==> config.mk <==
export PLATFORM = sky130hd
export DESIGN_NAME = ram_playback_ctrl_flat
export DESIGN_NICKNAME = d
export VERILOG_FILES = /design/src/rtl/playback_pkg.sv /design/src/rtl/ram_playback_ctrl_if.sv /design/src/rtl/playback_fifo.sv /design/src/rtl/ram_playback_ctrl.sv /design/src/flat_wrapper.sv
export SDC_FILE = /design/constraint.sdc
export NUM_CORES = 1
export LEC_CHECK = 0
export ABC_AREA = 1
export CORE_MARGIN = 2
export CORE_UTILIZATION = 44
export DETAILED_ROUTE_END_ITERATION = 10
export GPL_TIMING_DRIVEN = 0
export HOLD_SLACK_MARGIN = 0.02
export PLACE_DENSITY_LB_ADDON = 0.12
export SYNTH_ARGS = -nofsm -noshare
export SYNTH_HDL_FRONTEND = slang
export SYNTH_SLANG_ARGS = --single-unit
==> constraint.sdc <==
create_clock -name clk_hifreq -period 3.8 [get_ports clk_hifreq]
set_input_delay 1.14 -clock clk_hifreq [delete_from_list [all_inputs] [get_ports clk_hifreq]]
set_output_delay 1.14 -clock clk_hifreq [all_outputs]
set_load 0.005 [all_outputs]
==> src/rtl/playback_pkg.sv <==
// rtl/playback_pkg.sv - shared state type and constants for the RAM playback controller
package playback_pkg;

   typedef enum logic [1:0] {IDLE, RUN, DRAIN} state_t;

   localparam int ADDR_W    = 10;
   localparam int WORD_W    = 32;
   localparam int BEAT_W    = 16;
   localparam int RAM_DEPTH = 2 ** ADDR_W;

endpackage

==> src/rtl/ram_playback_ctrl_if.sv <==
// rtl/ram_playback_ctrl_if.sv - playback stream (data_out/valid/ready, ready latency 0)
interface ram_playback_ctrl_if;
   import playback_pkg::*;

   logic [BEAT_W-1:0] data_out;
   logic              valid;
   logic              ready;

   modport master (output data_out, output valid, input ready);
   modport slave  (input data_out, input valid, output ready);

endinterface

==> src/rtl/playback_fifo.sv <==
// rtl/playback_fifo.sv - synchronous output FIFO; head is read straight from storage
module playback_fifo #(
   parameter int WIDTH = 16,
   parameter int DEPTH = 4
) (
   input  logic                     clk_hifreq,
   input  logic                     rst_n,
   input  logic                     push,
   input  logic [WIDTH-1:0]         push_data,
   input  logic                     pop,
   output logic [WIDTH-1:0]         head,
   output logic [$clog2(DEPTH):0]   count,
   output logic                     full,
   output logic                     empty
);
   localparam int PTR_W = $clog2(DEPTH);

   logic [WIDTH-1:0] mem [DEPTH];
   logic [PTR_W-1:0] wr_ptr;
   logic [PTR_W-1:0] rd_ptr;
   logic             do_push;
   logic             do_pop;

   assign full    = (count == (PTR_W + 1)'(DEPTH));
   assign empty   = (count == '0);
   assign do_push = push && !full;
   assign do_pop  = pop && !empty;
   assign head    = mem[rd_ptr];

   always_ff @(posedge clk_hifreq or negedge rst_n) begin
      if (!rst_n) begin
         wr_ptr <= '0;
         rd_ptr <= '0;
         count  <= '0;
         for (int i = 0; i < DEPTH; i++) mem[i] <= '0;
      end else begin
         if (do_push) begin
            mem[wr_ptr] <= push_data;
            wr_ptr      <= wr_ptr + 1'b1;
         end
         if (do_pop) rd_ptr <= rd_ptr + 1'b1;
         if (do_push != do_pop) count <= do_push ? count + 1'b1 : count - 1'b1;
      end
   end

endmodule

==> src/rtl/ram_playback_ctrl.sv <==
// rtl/ram_playback_ctrl.sv - RAM playback sequencer with host write arbitration; PLAYBACK_SPLIT_EN streams both word halves
module ram_playback_ctrl #(
   parameter int ADDR_W     = 10,
   parameter int FIFO_DEPTH = 4,
   parameter int RD_LAT     = 1,
   parameter int STARVE_MAX = 8
) (
   input  logic                             clk_hifreq,
   input  logic                             rst_n,
   input  logic                             start,
   input  logic                             stop,
   input  logic [ADDR_W-1:0]                cfg_base,
   input  logic [ADDR_W:0]                  cfg_len,
   input  logic                             cfg_loop,
   input  logic                             wr_req,
   input  logic [ADDR_W-1:0]                wr_addr,
   input  logic [playback_pkg::WORD_W-1:0]  wr_data,
   output logic                             wr_ack,
   output logic [ADDR_W-1:0]                ram_address,
   output logic [playback_pkg::WORD_W-1:0]  ram_data,
   output logic                             ram_wren,
   input  logic [playback_pkg::WORD_W-1:0]  ram_q,
   ram_playback_ctrl_if.master              st,
   output logic                             busy,
   output logic                             done
);
   import playback_pkg::*;

   localparam int CNT_W  = $clog2(FIFO_DEPTH) + 1;
   localparam int WAIT_W = $clog2(STARVE_MAX + 1);
`ifdef PLAYBACK_SPLIT_EN
   localparam int FIFO_W = WORD_W;
`else
   localparam int FIFO_W = BEAT_W;
`endif

   state_t             state;
   logic [ADDR_W-1:0]  base;
   logic [ADDR_W:0]    len;
   logic [ADDR_W:0]    offset;
   logic               loop_en;
   logic [RD_LAT-1:0]  pipe;
   logic [RD_LAT-1:0]  pipe_next;
   logic [WAIT_W-1:0]  wait_cnt;
   logic [CNT_W-1:0]   in_flight;
   logic [CNT_W-1:0]   fifo_count;
   logic [CNT_W-1:0]   count_next;
   logic [FIFO_W-1:0]  fifo_din;
   logic [FIFO_W-1:0]  fifo_head;
   logic               fifo_full;
   logic               fifo_empty;
   logic               credit_ok, starve, issue, grant, last_word, drained;
   logic               push, pop;
   logic               unused_bits;

   always_comb begin
      in_flight = '0;
      for (int i = 0; i < RD_LAT; i++) in_flight = in_flight + CNT_W'(pipe[i]);
   end

   // Credit counts words already in flight so every returning word has a slot.
   assign credit_ok = (fifo_count + in_flight) < CNT_W'(FIFO_DEPTH);
   assign starve    = wr_req && (wait_cnt >= WAIT_W'(STARVE_MAX));
   assign issue     = (state == RUN) && credit_ok && !starve;
   assign grant     = rst_n && wr_req && !issue;
   assign last_word = (offset == len - 1'b1);

   assign ram_address = issue ? base + offset[ADDR_W-1:0] : (grant ? wr_addr : '0);
   assign ram_wren    = grant;
   assign wr_ack      = grant;
   assign ram_data    = grant ? wr_data : '0;

   assign push       = pipe[RD_LAT-1];
   assign pipe_next  = (pipe << 1) | RD_LAT'(issue);
   assign count_next = fifo_count + CNT_W'(push) - CNT_W'(pop);
   assign drained    = (pipe_next == '0) && (count_next == '0);
   assign st.valid   = !fifo_empty;

`ifdef PLAYBACK_SPLIT_EN
   logic half;

   always_ff @(posedge clk_hifreq or negedge rst_n) begin
      if (!rst_n)                   half <= 1'b0;
      else if (st.valid && st.ready) half <= !half;
   end

   // A word leaves the FIFO only once its high beat has transferred.
   assign pop         = st.valid && st.ready && half;
   assign fifo_din    = ram_q;
   assign st.data_out = half ? fifo_head[WORD_W-1:BEAT_W] : fifo_head[BEAT_W-1:0];
   assign unused_bits = fifo_full;
`else
   assign pop         = st.valid && st.ready;
   assign fifo_din    = ram_q[BEAT_W-1:0];
   assign st.data_out = fifo_head;
   assign unused_bits = ^{ram_q[WORD_W-1:BEAT_W], fifo_full};
`endif

   playback_fifo #(.WIDTH(FIFO_W), .DEPTH(FIFO_DEPTH)) u_fifo (
      .clk_hifreq (clk_hifreq),
      .rst_n      (rst_n),
      .push       (push),
      .push_data  (fifo_din),
      .pop        (pop),
      .head       (fifo_head),
      .count      (fifo_count),
      .full       (fifo_full),
      .empty      (fifo_empty)
   );

   always_ff @(posedge clk_hifreq or negedge rst_n) begin
      if (!rst_n) begin
         state    <= IDLE;
         base     <= '0;
         len      <= '0;
         offset   <= '0;
         loop_en  <= 1'b0;
         pipe     <= '0;
         wait_cnt <= '0;
         busy     <= 1'b0;
         done     <= 1'b0;
      end else begin
         pipe <= pipe_next;
         done <= 1'b0;
         if (grant || !wr_req)            wait_cnt <= '0;
         else if (state == RUN)           wait_cnt <= wait_cnt + 1'b1;
         case (state)
            IDLE: begin
               if (start && cfg_len != '0) begin
                  base    <= cfg_base;
                  len     <= cfg_len;
                  loop_en <= cfg_loop;
                  offset  <= '0;
                  busy    <= 1'b1;
                  state   <= RUN;
               end
            end
            RUN: begin
               if (issue) offset <= last_word ? '0 : offset + 1'b1;
               if (stop || (issue && last_word && !loop_en)) state <= DRAIN;
            end
            DRAIN: begin
               if (drained) begin
                  state <= IDLE;
                  busy  <= 1'b0;
                  done  <= 1'b1;
               end
            end
            default: state <= IDLE;
         endcase
      end
   end

endmodule

==> src/flat_wrapper.sv <==
// flat-port wrapper written by rule: the top's interface ports become plain ports
module ram_playback_ctrl_flat import playback_pkg::*;
#(
   parameter int ADDR_W     = 10,
   parameter int FIFO_DEPTH = 4,
   parameter int RD_LAT     = 1,
   parameter int STARVE_MAX = 8
)
  (clk_hifreq, rst_n, start, stop, cfg_base, cfg_len, cfg_loop, wr_req, wr_addr, wr_data, wr_ack, ram_address, ram_data, ram_wren, ram_q, busy, done, st_data_out, st_valid, st_ready);
  ram_playback_ctrl_if st_i ();
  input  logic clk_hifreq;
  input  logic rst_n;
  input  logic start;
  input  logic stop;
  input  logic [ADDR_W-1:0] cfg_base;
  input  logic [ADDR_W:0] cfg_len;
  input  logic cfg_loop;
  input  logic wr_req;
  input  logic [ADDR_W-1:0] wr_addr;
  input  logic [playback_pkg::WORD_W-1:0] wr_data;
  output logic wr_ack;
  output logic [ADDR_W-1:0] ram_address;
  output logic [playback_pkg::WORD_W-1:0] ram_data;
  output logic ram_wren;
  input  logic [playback_pkg::WORD_W-1:0] ram_q;
  output logic busy;
  output logic done;
  output wire logic [$bits(st_i.data_out)-1:0] st_data_out;
  output wire logic [$bits(st_i.valid)-1:0] st_valid;
  input wire logic [$bits(st_i.ready)-1:0] st_ready;
  assign st_data_out = st_i.data_out;
  assign st_valid = st_i.valid;
  assign st_i.ready = st_ready;
  ram_playback_ctrl #(.ADDR_W(ADDR_W), .FIFO_DEPTH(FIFO_DEPTH), .RD_LAT(RD_LAT), .STARVE_MAX(STARVE_MAX)) u_core (.clk_hifreq(clk_hifreq), .rst_n(rst_n), .start(start), .stop(stop), .cfg_base(cfg_base), .cfg_len(cfg_len), .cfg_loop(cfg_loop), .wr_req(wr_req), .wr_addr(wr_addr), .wr_data(wr_data), .wr_ack(wr_ack), .ram_address(ram_address), .ram_data(ram_data), .ram_wren(ram_wren), .ram_q(ram_q), .st(st_i), .busy(busy), .done(done));
endmodule
---- Yosys cells after proc, flatten, opt, wreduce, memory -nomap -nowiden ----
Index checks and enable logic that the tools add are counted.
W data, S select, Z words.
cells by class
  add/subtract/negate cells ............... 10
  order comparisons ....................... 5
  equal/unequal tests ..................... 9
  multiplexer cells ....................... 25
  bitwise gates (word level) .............. 3
  reductions and logical operators ........ 32
operator list
  cell                     number
  $bwmux W64               1
  $mux W16                 3
  $mux W11                 3
  $bmux W16 S2             1
  $demux W16 S2            1
  $mux W32                 1
  $pmux W11 S2             1
  $mux W10                 2
  $logic_and A1 B1 Y1      13
  $add A11 B1 Y11 const B  1
  $eq A11 B11 Y1           1
  $reduce_bool A11 Y1      1
  $sub A11 B1 Y11 const B  1
  $add A10 B10 Y10         1
  $reduce_and A3 Y1        3
  $mux W4                  2
  $ge A3 B3 Y1 const B     2
  $logic_not A1 Y1         6
  $logic_not A3 Y1         2
  $mux W2                  3
  $ne A2 B1 Y1 const B     3
  $not A2 Y3               2
  $pmux W2 S3              1
  $reduce_bool A2 Y1       3
  21 further kinds         26
word-level totals
  bits in registers ....................... 113
  input bits .............................. 102
  output and inout bits ................... 63
  logic and storage cells ................. 100

---- Logic depth before layout (Yosys ltp) ----
Gate-level depths: netlist of run 1.
  depth in word-level cells ............... 9
  gate-level depth with buffers ........... 14
  gate-level depth less buffers ........... 14

---- By module ----
From an unflattened synthesis of run 1, not the netlist that was laid out.
second synthesis, totals
  cell total of the unflattened synthesis .. 849
  area total of the unflattened synthesis .. 6582.6 um^2
modules (own cells, without submodules)
  module             times used  cells an instance  area each (um^2)  seq. area each (um^2)
  playback_fifo      1           366                3295.7            1776.7
  ram_playback_ctrl  1           483                3286.9            1051.0

---- Least setup slack after synthesis of run 1 ----
No wires, ideal clock.
  path kind ............................... register to output
  start point ............................. reg u_core.offset[0]
  end point ............................... out ram_address[6]
  arrival time ............................ 1.913 ns
  required time ........................... 2.660 ns
  slack ................................... 0.747 ns
  stages on the path, launching flop included .. 11
  buffers on the path ..................... 0
  cells stage by stage .................... dfrtp_1 ha_1 inv_1 fa_1 o31ai_1 nand2_1 nand2_1 nand2_1 nand2_1 nor2_1 o21ai_0
between the ends
  word-level cells in the longest chain between the ends .. 2
RTL lines
  element                 RTL line                  RTL
  start, declared         ram_playback_ctrl.sv:40   logic [ADDR_W:0] offset;
  start signal, assigned  ram_playback_ctrl.sv:139  if (issue) offset <= last_word ? '0 : offset + 1'b1;
  $add A10 B10 Y10        ram_playback_ctrl.sv:68   assign ram_address = issue ? base + offset[ADDR_W-1:0] : (grant ? wr_addr : '0);
  $mux W10                ram_playback_ctrl.sv:68
  end, declared           flat_wrapper.sv:22        output logic [ADDR_W-1:0] ram_address;
No other way between the ends.

---- Worst setup path after layout of run 1 ----
  start point ............................. reg u_core.u_fifo.rd_ptr[1]
  end point ............................... out st_data_out[12]
between the ends
  word-level cells in the longest chain between the ends .. 4
RTL lines
  element                                       RTL line             RTL
  start, declared                               playback_fifo.sv:20  logic [PTR_W-1:0] rd_ptr;
  start signal, assigned                        playback_fifo.sv:41  if (do_pop) rd_ptr <= rd_ptr + 1'b1;
  $not A2 Y3 (implied by the code)              playback_fifo.sv:28  assign head = mem[rd_ptr];
  $bmux W16 S2                                  playback_fifo.sv:28
  $mux W16 (implied by the code) (2 in series)  playback_fifo.sv:28
  end, declared                                 flat_wrapper.sv:28   output wire logic [$bits(st_i.data_out)-1:0] st_data_out;
No other way between the ends. The select of a mux whose other input is x is not followed.

==> results of run 1 <==
[registers in the layout (all words and copies together), names as in the netlist]
signal	count
u_core.u_fifo.mem	64
u_core.len	11
u_core.u_fifo.count	3
u_core.u_fifo.wr_ptr	2
u_core.base	10
u_core.state	2
u_core.wait_cnt	4
u_core.busy	1
u_core.offset	11
u_core.done	1
u_core.pipe	1
u_core.loop_en	1
u_core.u_fifo.rd_ptr	2
[kinds of logic (layout without fill, tap and decap cells)]
family | Yosys count | after routing | share of synthesized area (%)
and+or+nand+nor | 356 | 356 | 23.4
AOI/OAI and AO/OA | 152 | 152 | 12.6
buffers and inverters | 137 | 330 | 8.61
DFF | 113 | 113 | 44.4
xor gates and xnor gates | 30 | 30 | 4.13
adders and majority gates | 22 | 22 | 4.56
muxes | 13 | 13 | 2.30
[how the worst min path moves through the flow]
stage,endpoint
global route,u_core.u_fifo.mem[37]$_DFFE_PN0P_
global placement,u_core.u_fifo.mem[44]$_DFFE_PN0P_
floorplan,u_core.u_fifo.mem[16]$_DFFE_PN0P_
CTS,u_core.u_fifo.mem[20]$_DFFE_PN0P_
finish,u_core.u_fifo.mem[38]$_DFFE_PN0P_
detailed placement,u_core.u_fifo.mem[20]$_DFFE_PN0P_
[Yosys cell counts (2+ instances only)]
library cell / count / share of area, %
sky130_fd_sc_hd__a21oi_1: 20 / 1.6
sky130_fd_sc_hd__a22o_1: 3 / 0.41
sky130_fd_sc_hd__buf_2: 14 / 1.1
sky130_fd_sc_hd__buf_4: 2 / 0.24
sky130_fd_sc_hd__clkbuf_1: 15 / 0.88
sky130_fd_sc_hd__dfrtp_1: 113 / 44
sky130_fd_sc_hd__fa_1: 2 / 0.63
sky130_fd_sc_hd__ha_1: 20 / 3.9
sky130_fd_sc_hd__inv_1: 96 / 5.7
sky130_fd_sc_hd__inv_2: 6 / 0.35
sky130_fd_sc_hd__mux2_2: 13 / 2.3
sky130_fd_sc_hd__nand2_1: 180 / 11
sky130_fd_sc_hd__nand2_2: 3 / 0.29
sky130_fd_sc_hd__nand3_1: 28 / 2.2
sky130_fd_sc_hd__nand3_2: 4 / 0.63
sky130_fd_sc_hd__nand4_1: 16 / 1.6
sky130_fd_sc_hd__nor2_1: 110 / 6.5
sky130_fd_sc_hd__nor2_2: 4 / 0.39
sky130_fd_sc_hd__nor2_4: 2 / 0.35
sky130_fd_sc_hd__nor3_1: 5 / 0.39
sky130_fd_sc_hd__nor4_1: 2 / 0.20
sky130_fd_sc_hd__o21ai_0: 109 / 8.6
sky130_fd_sc_hd__o22ai_1: 16 / 1.6
sky130_fd_sc_hd__xnor2_1: 8 / 1.1
sky130_fd_sc_hd__xor2_1: 22 / 3.0
[area by class of cell]
| cell class | count | area, um^2 | area share (%) |
|---|---|---|---|
| buffer | 34 | 168 | 1.84 |
| sequential | 113 | 2840 | 31.2 |
| timing repair buffer | 161 | 1710 | 18.8 |
| clock inverter | 12 | 229 | 2.52 |
| clock buffer | 20 | 447 | 4.92 |
| multi-input combinational | 573 | 3090 | 34.0 |
| inverter | 103 | 389 | 4.28 |
| tap | 180 | 225 | 2.48 |
[where the power goes]
| group | switching, mW | internal [mW] |
|---|---|---|
| sequential | 0.371 | 1.74 |
| clock | 0.588 | 1.25 |
| combinational | 1.44 | 1.27 |
| total | 2.39 | 4.26 |
[layer usage]
| metal | routed length [um] | track usage (%) |
|---|---|---|
| met3 | 920 | 5.11 |
| met5 | 0 | 0 |
| met2 | 8920 | 41.0 |
| met4 | 194 | 7.40 |
| met1 | 8390 | 32.1 |
[per-stage QoR]
stage | cells | area [um^2] | setup WS, ps
finish | 1196 | 9090 | 88.3
global route | 1196 | 9090 | -8.08
CTS | 1194 | 9020 | 17.6
detailed placement | 1152 | 8100 | -612
global placement | 1151 | 8070 | -4860
floorplan | 823 | 6360 | 747
[what timing repair did]
item,CTS,global route
setup endpoints to repair,44,19
pin swaps,2,3
cloned,3,0
gates resized for setup,24,16
setup buffers,7,2
[critical path: cells and delay by family (launching register included)]
family                 cells  cell delay [ps]
DFF                        1              480
AOI/OAI and AO/OA          2              480
buffers and inverters      3             1190
==> run summary, run 1 <==
The run finished with clean final reports. The critical path goes through inv_1, clkbuf_1, o21ai_0, o22ai_1, clkdlybuf4s50_1. In the synthesized netlist, the number of instances is 823.

Summed over all nets, the half-perimeter wirelength after detailed placement is 12.6 mm. From synthesis to final layout, the design area changed by 42.8%. TritonCTS built the clock tree. The remaining antenna violation count is 0. The tightest hold path in the finished design has a slack of 483 ps. Setup violations remaining at the end of the flow were counted as 0. The H-tree generated during clock tree synthesis spans 4 levels. After clock tree synthesis, the clock-pin slew on the worst setup and hold paths is 60 ps.

After the last flow step, the layout net total stands at 1,127. The hold path startpoint was u_core.u_fifo.mem[38]$_DFFE_PN0P_. Share of synthesized registers carrying an async set or reset: 100%. Fill cells in the final layout number 1,248. In the layout the commonest cells are 179 x sky130_fd_sc_hd__nand2_1, 138 x sky130_fd_sc_hd__clkdlybuf4s50_1, 110 x sky130_fd_sc_hd__nor2_1. The number of cells on the worst reg-to-reg path is 11. The final cycle utilization of the critical path works out to 97.7%. In this run the power density over the cells is 732 nW/um^2. Measured against its own limit, the worst slew margin works out to 59.2%.

The final-report hold violation count was 0; the count of port buffers added during placement was 148. The area of the core region is 14,000 um^2. STA classifies the critical path startpoint as a flop.

In this run the worst path has a maximum fanout of 10. In this run the critical register-to-register path is launched from u_core.u_fifo.count[0]$_DFFE_PN0P_. The worst register-to-register path ends at u_core.offset[8]$_DFFE_PN0P_.

Summing over every cut layer, the via total after detailed routing is 6,007. Critical path startpoint: u_core.u_fifo.rd_ptr[1]$_DFFE_PN0P_. Leaving out fill and tap cells, the most frequent cell in the layout is sky130_fd_sc_hd__nand2_1. Pin count of the biggest net entering global routing: 34. The synthesized design contains 113 register bits. The path type of the worst min-delay path is flop to flop.

Cells with a size suffix above 1 make up 11.1% of the layout. The tools report the diode insertion count for antenna repair as 0. In this run the clock root is driven by a sky130_fd_sc_hd__clkbuf_16.

The worst-case clock buffer depth was 2. The utilization after layout was 65.0%; the die span in y was 124 um. Clock tree synthesis inserted a total of 17 buffers. For this run, the number of Yosys warnings is 0. STA puts the critical path data arrival time at 2570 ps. Counting instances, the worst hold path has a depth of 2. The slack of the worst reg-to-reg path is 1700 ps. Among all flip-flop cells after synthesis, the most frequent one is sky130_fd_sc_hd__dfrtp_1. After detailed routing, the average wire length per cell comes to 15.4 um.

After floorplanning, the core was divided into 43 placement rows. Leakage power summed over all cells: 4.39 nW. The cell area that synthesis handed to floorplanning was 6360 um^2. The initial DRC count is 457, and the floorplan die area is 15,400 um^2.

The required time reported for the critical path endpoint was 2660 ps; the total iterations of the first detailed-routing run was 5. The clock drives 113 sinks. Dividing the synthesized area by the synthesized cell count gives 7.73 um^2.

The critical path's largest stage delay came out at 570 ps. Worst setup path category: flop to primary output. The logs give 165 for the number of primary I/O pins and 6,122 for the number of global-route vias before repair. Adding up every negative setup slack in the final design gives 0 ps. Global routing used 24.5% of the available tracks across all layers. The master of the slowest instance on the critical path is sky130_fd_sc_hd__clkdlybuf4s50_1. The DRC violation count after routing was 0. The achievable frequency was 0.269 GHz. For the clock tree skew after final layout, the log shows 11.9 ps.

For this block, the routed nets add up to 18.4 mm of wire. The transition time at the pin with the least slew margin came out at 612 ps. The critical path endpoint category is a primary output. The number of distinct library cell variants in the gate-level netlist after synthesis is 35. The overall power after layout is 6.66 mW, and the wire length of the first global-routing pass is 30.4 mm.

Across the run, the number of max-cap violations was 0. The net count of the mapped netlist came out at 947. The most critical setup path has its endpoint at st_data_out[12].

VDD sags by at most 479 uV. The congestion estimate from routability-driven global placement came to 0.817. At the later pin of the worst-skew pair, clock insertion delay measures 420 ps. The routed design could run at a clock period as short as 3710 ps. In the routed layout, each cell is associated on average with a via count of 5.02. Measured along the x axis, the die boundary spans 124 um.

Once the floorplan was initialized, standard cells occupied 45.5% of the core. The number of pins with negative max-slew slack in the final report was 0; the portion of the post-synthesis area used by sequential elements was 44.4%. The total overflow reported by the global router is 0, and the number of hold buffers added after cts is 0. Initial antenna violation count: 0. Yosys mapped a number of flops with a built-in enable equal to 0.
Note: power is estimated with default switching activity, not from simulation.
==> inputs of run 2 (changes only) <==
==> constraint.sdc (replaced) <==
create_clock -name clk_hifreq -period 4.5 [get_ports clk_hifreq]
set_input_delay 1.125 -clock clk_hifreq [delete_from_list [all_inputs] [get_ports clk_hifreq]]
set_output_delay 1.125 -clock clk_hifreq [all_outputs]
set_load 0.005 [all_outputs]
==> run 2 against run 1 <==
Compared with the run above:
- setup slack better by 130 ps
- register-to-register slack better by 680 ps
- highest routed layer unchanged
- worst hold slack worse by 3.6 ps
- critical path type is now primary input to primary output
- via count down 1.9%
- global-route usage down 1.2 points
- non-clock buffer count down 12
- total power down 17%
- final cell count down 1.0%
==> run summary, run 2 (synthesized netlist as in run 1, its figures left out) <==
In the layout the commonest cells are 180 x sky130_fd_sc_hd__nand2_1, 147 x sky130_fd_sc_hd__clkdlybuf4s50_1, 112 x sky130_fd_sc_hd__dfrtp_1. Floorplan die area: 15,400 um^2 (unchanged). The total of endpoints with negative setup slack in the final report was 0 (unchanged). The total area of sequential cells came out at 2830 um^2 (-0.22%). The required time reported for the critical path endpoint was 3380 ps (+720 ps). The relative slew slack was 59.7% (+0.55 points). The layout cell share with drive strength beyond 1 was 8.37% (-2.8 points). The cell sitting at the root of the clock tree is a sky130_fd_sc_hd__clkbuf_16.

The run gives 0 (unchanged) as the number of hold buffers added after cts. The number of clock sinks is 113 (unchanged). Of the available clock period, the critical path in the final layout requires 95.2%. The kind of start point of the critical path is a primary input. The count of port buffers added during placement came out at 148 (unchanged).

The worst register-to-register path begins at u_core.u_fifo.count[0]$_DFFE_PN0P_. The ratio of total power to cell area works out to 626 nW/um^2 (-15%). The slowest stage of the critical path belongs to the cell sky130_fd_sc_hd__clkdlybuf4s50_1.

Final setup slack of the worst path: 215 ps (+126 ps). The routability congestion estimate from global placement was 0.817 (unchanged); the transition time at the pin with the least slew margin was 604 ps (-8.27 ps). The final-stage net count came out at 1,115 (-1.1%).

The tools report the DRC violation count after routing as 0 (unchanged). For the overall power after layout, the log shows 5.51 mW (-17%). The total iterations of the first detailed-routing run came out at 6 (+1).

The critical path's largest stage delay was 550 ps (-20 ps). For the clock latency on the worst-skew pair, the log shows 420 ps (about the same). On the critical path the largest part of the delay comes from buffers and inverters. The worst hold path belongs to the class flop to flop. Static timing analysis puts the maximum clock frequency at 0.233 GHz. The total overflow reported by the global router is 0 (unchanged), and the maximum vdd drop is 400 uV (-16%).

The run gives 4.21 nW (-4.2%) as the leakage power summed over all cells. The wire length per cell after detailed routing was 14.7 um (-4.3%). The clock tree skew after final layout came out at 9.84 ps (-2.01 ps).

The initial DRC count is 350 (-23%), and the count of max-cap constraint violations is 0 (unchanged). In the final layout, the registers with the most flip-flops are u_core.u_fifo.mem x64, u_core.len x11, u_core.offset x11. The pin count of the biggest net entering global routing came out at 68 (+100%). The H-tree depth reported by CTS came out at 4 (unchanged).

X dimension of the die: 124 um (unchanged). The worst setup path category was primary input to primary output. The logs give 45.5% (unchanged) for the effective utilization at floorplan and 43 (unchanged) for the number of core rows. The worst path buffer plus inverter count was 4 (+1). For the finished layout, the period the worst path requires is 4290 ps. For the data arrival time of the critical path, the log shows 3160 ps (+590 ps). The number of primary I/O pins is 165 (unchanged), and the worst slack after detailed placement is 118 ps (+730 ps).

The clock transition at the registers of the reported paths is 60 ps (about the same). In this run the worst setup path begins at wr_req. The number of buffers added by the clock tree synthesis step was 17 (unchanged); the wire length of the first global-routing pass was 29.2 mm (-4.0%). The logs give 0 (unchanged) for the final-report hold violation count and 0 (unchanged) for the initial antenna violation count. The logs give 12.6 mm (unchanged) for the post-DP HPWL and 14,000 um^2 (unchanged) for the area of the core region.

Area growth from synthesis to layout: 38.3%. The startpoint identified for the worst hold timing path is u_core.u_fifo.mem[20]$_DFFE_PN0P_. u_core.u_fifo.mem holds more flip-flops than any other register.

For the worst hold slack after final layout, the log shows 479 ps (-3.58 ps). The run gives 17.5 mm (-5.3%) as the total wirelength of the detailed-routed design. The run gives 1,289 (+3.3%) as the total of fill cells in the finished design.

The via count was 5,894 (-1.9%). STA classifies the critical path endpoint as a primary output. The ratio of routed vias to standard cells is 4.98 (-0.89%), and the utilization after layout is 62.9% (-2.1 points). The die span in y is 124 um (unchanged). The critical-path maximum fanout was 11 (+1).

The run finished with clean final reports. The number of global-route vias before repair was 5,990 (-2.2%). Combined area of the multi-input logic cells: 3010 um^2 (-2.6%). TritonCTS built the clock tree.

The global-route usage over all layers came out at 23.3% (-1.2 points). The worst-case clock buffer depth is 2 (unchanged), and the number of pins with negative max-slew slack in the final report is 0 (unchanged). The number of flip-flops under the largest register name came out at 64 (unchanged). The run gives 0 ps (unchanged) as the final setup TNS.

The critical path goes through clkdlybuf4s50_1, nand2_1, nand3_4, nand3_4, inv_2, buf_2, nand2_1, o21ai_0, clkdlybuf4s50_1. Diode insertion count for antenna repair: 0 (unchanged). The run gives 0 (unchanged) as the remaining antenna violation count. The most common cell after layout, fill and taps aside is sky130_fd_sc_hd__nand2_1.
-- run 2: cell types whose count changed in the layout (fill, tap and decap cells not counted), moves of 3 or more --
cell,before,now
sky130_fd_sc_hd__ha_2,4,0
sky130_fd_sc_hd__dlymetal6s2s_1,5,0
sky130_fd_sc_hd__clkdlybuf4s50_1,138,147
sky130_fd_sc_hd__ha_4,4,0
sky130_fd_sc_hd__dfrtp_1,107,112
sky130_fd_sc_hd__buf_4,10,2
sky130_fd_sc_hd__dlygate4sd2_1,3,0
sky130_fd_sc_hd__ha_1,12,20
sky130_fd_sc_hd__dfrtp_2,6,1
sky130_fd_sc_hd__bufbuf_16,3,0
-- run 2: metal layers --
metal / part of all wire (%) / vias up / track usage (%)
met3: 4.7 / 13 / 4.98
li1: - / 2976 / -
met1: 46 / 2752 / 30.6
met5: 0 / - / 0
met2: 48 / 153 / 39.1
met4: 0.88 / 0 / 6.68
-- run 2: per-stage QoR --
| stage | instances | area [um^2] |
|---|---|---|
| after floorplan | 823 | 6360 |
| after global placement | 1151 | 8070 |
| after detailed placement | 1152 | 8100 |
| after CTS | 1184 | 8770 |
| after global routing | 1184 | 8800 |
| final | 1184 | 8800 |
-- run 2: final cells by class --
| class | instances | area share (%) |
|---|---|---|
| multi-input combinational | 573 | 34.2 |
| inverter | 103 | 4.39 |
| buffer | 34 | 1.83 |
| clock buffer | 20 | 5.08 |
| timing repair buffer | 149 | 17.2 |
| clock inverter | 12 | 2.60 |
| sequential | 113 | 32.1 |
| tap | 180 | 2.56 |
-- run 2: power by group --
part | switching, mW | total [mW] | internal (mW)
combinational | 1.18 | 2.19 | 1.01
clock | 0.489 | 1.55 | 1.06
sequential | 0.303 | 1.77 | 1.47
-- run 2: final timing paths --
kind | to | slack, ps | depth (start not counted)
worst max-delay path | ram_address[8] | 210 | 9
worst min-delay path | u_core.u_fifo.mem[20]$_DFFE_PN0P_ | 480 | 2
worst min register to register | u_core.u_fifo.mem[20]$_DFFE_PN0P_ | 480 | 2
max in group asynchronous | u_core.offset[0]$_DFFE_PN0P_ | 3220 | 2
min in group asynchronous | u_core.u_fifo.mem[52]$_DFFE_PN0P_ | 600 | 1
worst max register to register | u_core.offset[8]$_DFFE_PN0P_ | 2380 | 9
-- run 2: worst register-to-register path, delay by kind of cell, from the launching register on --
family | cells | cell delay [ps]
and+or+nand+nor | 4 | 570
xor gates and xnor gates | 1 | 330
adders and majority gates | 2 | 420
buffers and inverters | 2 | 260
DFF | 1 | 430
-- run 2: what timing repair did --
action | in CTS | in global routing
endpoints found under the hold margin | 0 | 0
resized for setup | 0 | 6
setup buffers | 0 | 0
endpoints found under the setup margin | 0 | 9
==> inputs of run 3 (changes only) <==
--- a/config.mk
+++ b/config.mk
@@ -7,7 +7,7 @@
 export LEC_CHECK = 0
 export ABC_AREA = 1
 export CORE_MARGIN = 2
-export CORE_UTILIZATION = 44
+export CORE_UTILIZATION = 40
 export DETAILED_ROUTE_END_ITERATION = 10
 export GPL_TIMING_DRIVEN = 0
 export HOLD_SLACK_MARGIN = 0.02
==> run 3 against run 2 <==
Compared with the run above:
- count of clock-buffer cells in the layout increased by 1
- via count increased by 0.90%
- first-iteration DRC count increased by 13%
- final cell count increased by 3.0%
- combinational power about the same
- sequential power about the same
- core utilization decreased by 6.8 points
- clock power about the same
==> run summary, run 3 (synthesized netlist as in run 1, its figures left out) <==
The flow ran to the end, and the final reports show no timing, DRC or antenna violations. The wire length per cell after detailed routing was 15.0 um (+1.6%); the post-detailed-placement cell area was 8140 um^2 (+0.56%). The floorplan die area was 16,900 um^2 (+9.7%); the clock tree skew after final layout was 10.5 ps (+0.612 ps). The final non-filler cell area is 8820 um^2 (+0.23%). The H-tree depth reported by CTS is 4 (unchanged), and the required time reported for the critical path endpoint is 3380 ps (about the same).

The total of endpoints with negative setup slack in the final report was 0 (unchanged); the x dimension of the die was 130 um (+4.7%). The number of hold buffers added after cts came out at 0 (unchanged). The DRC violation count after routing came out at 0 (unchanged).

The ratio of routed vias to standard cells is 4.88 (-2.0%), and the critical-path maximum fanout is 11 (unchanged). The number of placed instances, taps included is 1,188 (+3.1%). Clock tree synthesis selected as its root buffer the cell sky130_fd_sc_hd__clkbuf_16. The pin count of the biggest net entering global routing is 80 (+18%), and the via count is 5,947 (+0.90%).

The number of global-route vias before repair is 5,829 (-2.7%). The number of clock sinks is 113 (unchanged), and the routability congestion estimate from global placement is 0.836 (+2.3%). The clock latency on the worst-skew pair was 420 ps (about the same). For the diode insertion count for antenna repair, the log shows 0 (unchanged). The total overflow reported by the global router came out at 0 (unchanged). The effective utilization at floorplan is 40.5% (-5.0 points), and the initial DRC count is 394 (+13%). The worst setup path is captured at a primary output. The tools report the data arrival time of the critical path as 3180 ps (+20 ps). The leakage power summed over all cells was 4.21 nW (about the same); the layout cell share with drive strength beyond 1 was 8.18% (-0.19 points). The number of buffers added by the clock tree synthesis step was 17 (unchanged).

The tools report the number of pins with negative max-slew slack in the final report as 0 (unchanged). The worst setup path is launched from a primary input. The tools report the remaining antenna violation count as 0 (unchanged). The run gives 0 (unchanged) as the final-report hold violation count. The clock transition at the registers of the reported paths was 60 ps (about the same). The tools report the worst-case clock buffer depth as 2 (unchanged). The logs give 0 (unchanged) for the post-CTS setup buffer count and 18.3 mm (+4.6%) for the total wirelength of the detailed-routed design.

The transition time at the pin with the least slew margin works out to 657 ps (+53.1 ps). Count of port buffers added during placement: 148 (unchanged). The number of primary I/O pins was 165 (unchanged). The most common cell after layout, fill and taps aside was sky130_fd_sc_hd__nand2_1.

TritonCTS built the clock tree. The relative slew slack is 56.2% (-3.5 points), and the wire length of the first global-routing pass is 29.4 mm (+0.73%). The achievable frequency was 0.232 GHz (-0.48%); the maximum vdd drop was 317 uV (-21%).

The register with the most flip-flops in the final layout is u_core.u_fifo.mem. The worst setup path category is primary input to primary output. The time the final worst path needs with I/O delays and setup came out at 4310 ps (+20.8 ps). Number of flip-flops under the largest register name: 64 (unchanged). The top cell types in the final layout, fill and taps aside, are 180 x sky130_fd_sc_hd__nand2_1, 147 x sky130_fd_sc_hd__clkdlybuf4s50_1, 112 x sky130_fd_sc_hd__dfrtp_1.

The area of the core region came out at 15,700 um^2 (+12%). The ratio of total power to cell area was 624 nW/um^2 (-0.36%). The die span in y was 130 um (+4.7%). Path type of the worst min-delay path: flop to flop. The tools report the number of core rows as 46 (+7.0%).

The run gives 0 (unchanged) as the count of max-cap constraint violations. In the final layout, the registers with the most flip-flops are u_core.u_fifo.mem x64, u_core.len x11, u_core.offset x11. The global-route usage over all layers came out at 22.4% (-0.94 points). The post-DP HPWL is 13.2 mm (+5.5%), and the total iterations of the first detailed-routing run is 5 (-1). The area growth from synthesis to layout was 38.6%; the initial antenna violation count was 0 (unchanged). Setup repair after global routing left no endpoint under its margin. For the number of non-filler instances in the completed layout, the log shows 1,219 (+3.0%).

The final-stage net count is 1,115 (unchanged). The final cycle utilization of the critical path came out at 95.7% (+0.46 points).
[run 3: repair_timing]
action,in CTS,in global routing
hold endpoints to repair,0,0
setup endpoints to repair,0,4
gates resized for setup,0,2
[run 3: final cells by class]
class	count	area, um^2
inverter	103	387
buffer	34	161
multi-input combinational	573	3000
tap	216	270
timing repair buffer	149	1510
fill	1483	6890
clock inverter	10	206
clock buffer	21	460
sequential	113	2830
[run 3: critical path: stages]
cell                              delay, ps
sky130_fd_sc_hd__clkdlybuf4s50_1        550
sky130_fd_sc_hd__nand2_1                 90
sky130_fd_sc_hd__nand3_2                210
sky130_fd_sc_hd__nand3_4                150
sky130_fd_sc_hd__inv_2                  110
sky130_fd_sc_hd__buf_2                  240
sky130_fd_sc_hd__nand2_1                 70
sky130_fd_sc_hd__o21ai_0                 90
sky130_fd_sc_hd__clkdlybuf4s50_1        540
[run 3: path summary, 6_finish.rpt]
check | startpoint | end | slack [ps] | cells after the start
worst max-delay path | wr_req | ram_address[4] | 190 | 9
max in group asynchronous | rst_n | u_core.offset[0]$_DFFE_PN0P_ | 3170 | 2
worst max register to register | u_core.u_fifo.count[0]$_DFFE_PN0P_ | u_core.offset[3]$_DFFE_PN0P_ | 2400 | 9
worst min register to register | u_core.u_fifo.mem[40]$_DFFE_PN0P_ | u_core.u_fifo.mem[40]$_DFFE_PN0P_ | 480 | 2
min in group asynchronous | rst_n | u_core.u_fifo.mem[52]$_DFFE_PN0P_ | 600 | 1
worst min-delay path | u_core.u_fifo.mem[40]$_DFFE_PN0P_ | u_core.u_fifo.mem[40]$_DFFE_PN0P_ | 480 | 2
[run 3: metal layers]
| layer | wire, um | GRT usage (%) |
|---|---|---|
| met1 | 8050 | 29.2 |
| met2 | 9200 | 37.9 |
| met3 | 752 | 3.73 |
| met4 | 255 | 7.65 |
| met5 | 0 | 0 |
[run 3: power by group]
| group | internal, mW | switching, mW | total, mW |
|---|---|---|---|
| Clock | 1.06 | 0.468 | 1.53 |
| Combinational | 1.01 | 1.19 | 2.20 |
| Sequential | 1.47 | 0.307 | 1.77 |
[run 3: stage by stage]
step	utilization (%)	hold slack (ps)	total power, mW	setup TNS [ps]	worst slack (ps)
after floorplan	-	448	3.04	0	1460
after global placement	51.6	460	3.94	-438310	-4250
after detailed placement	51.8	468	3.98	0	129
after CTS	56.1	481	5.54	0	112
after global routing	56.1	492	5.92	0	8.18
final	56.1	479	5.50	0	194
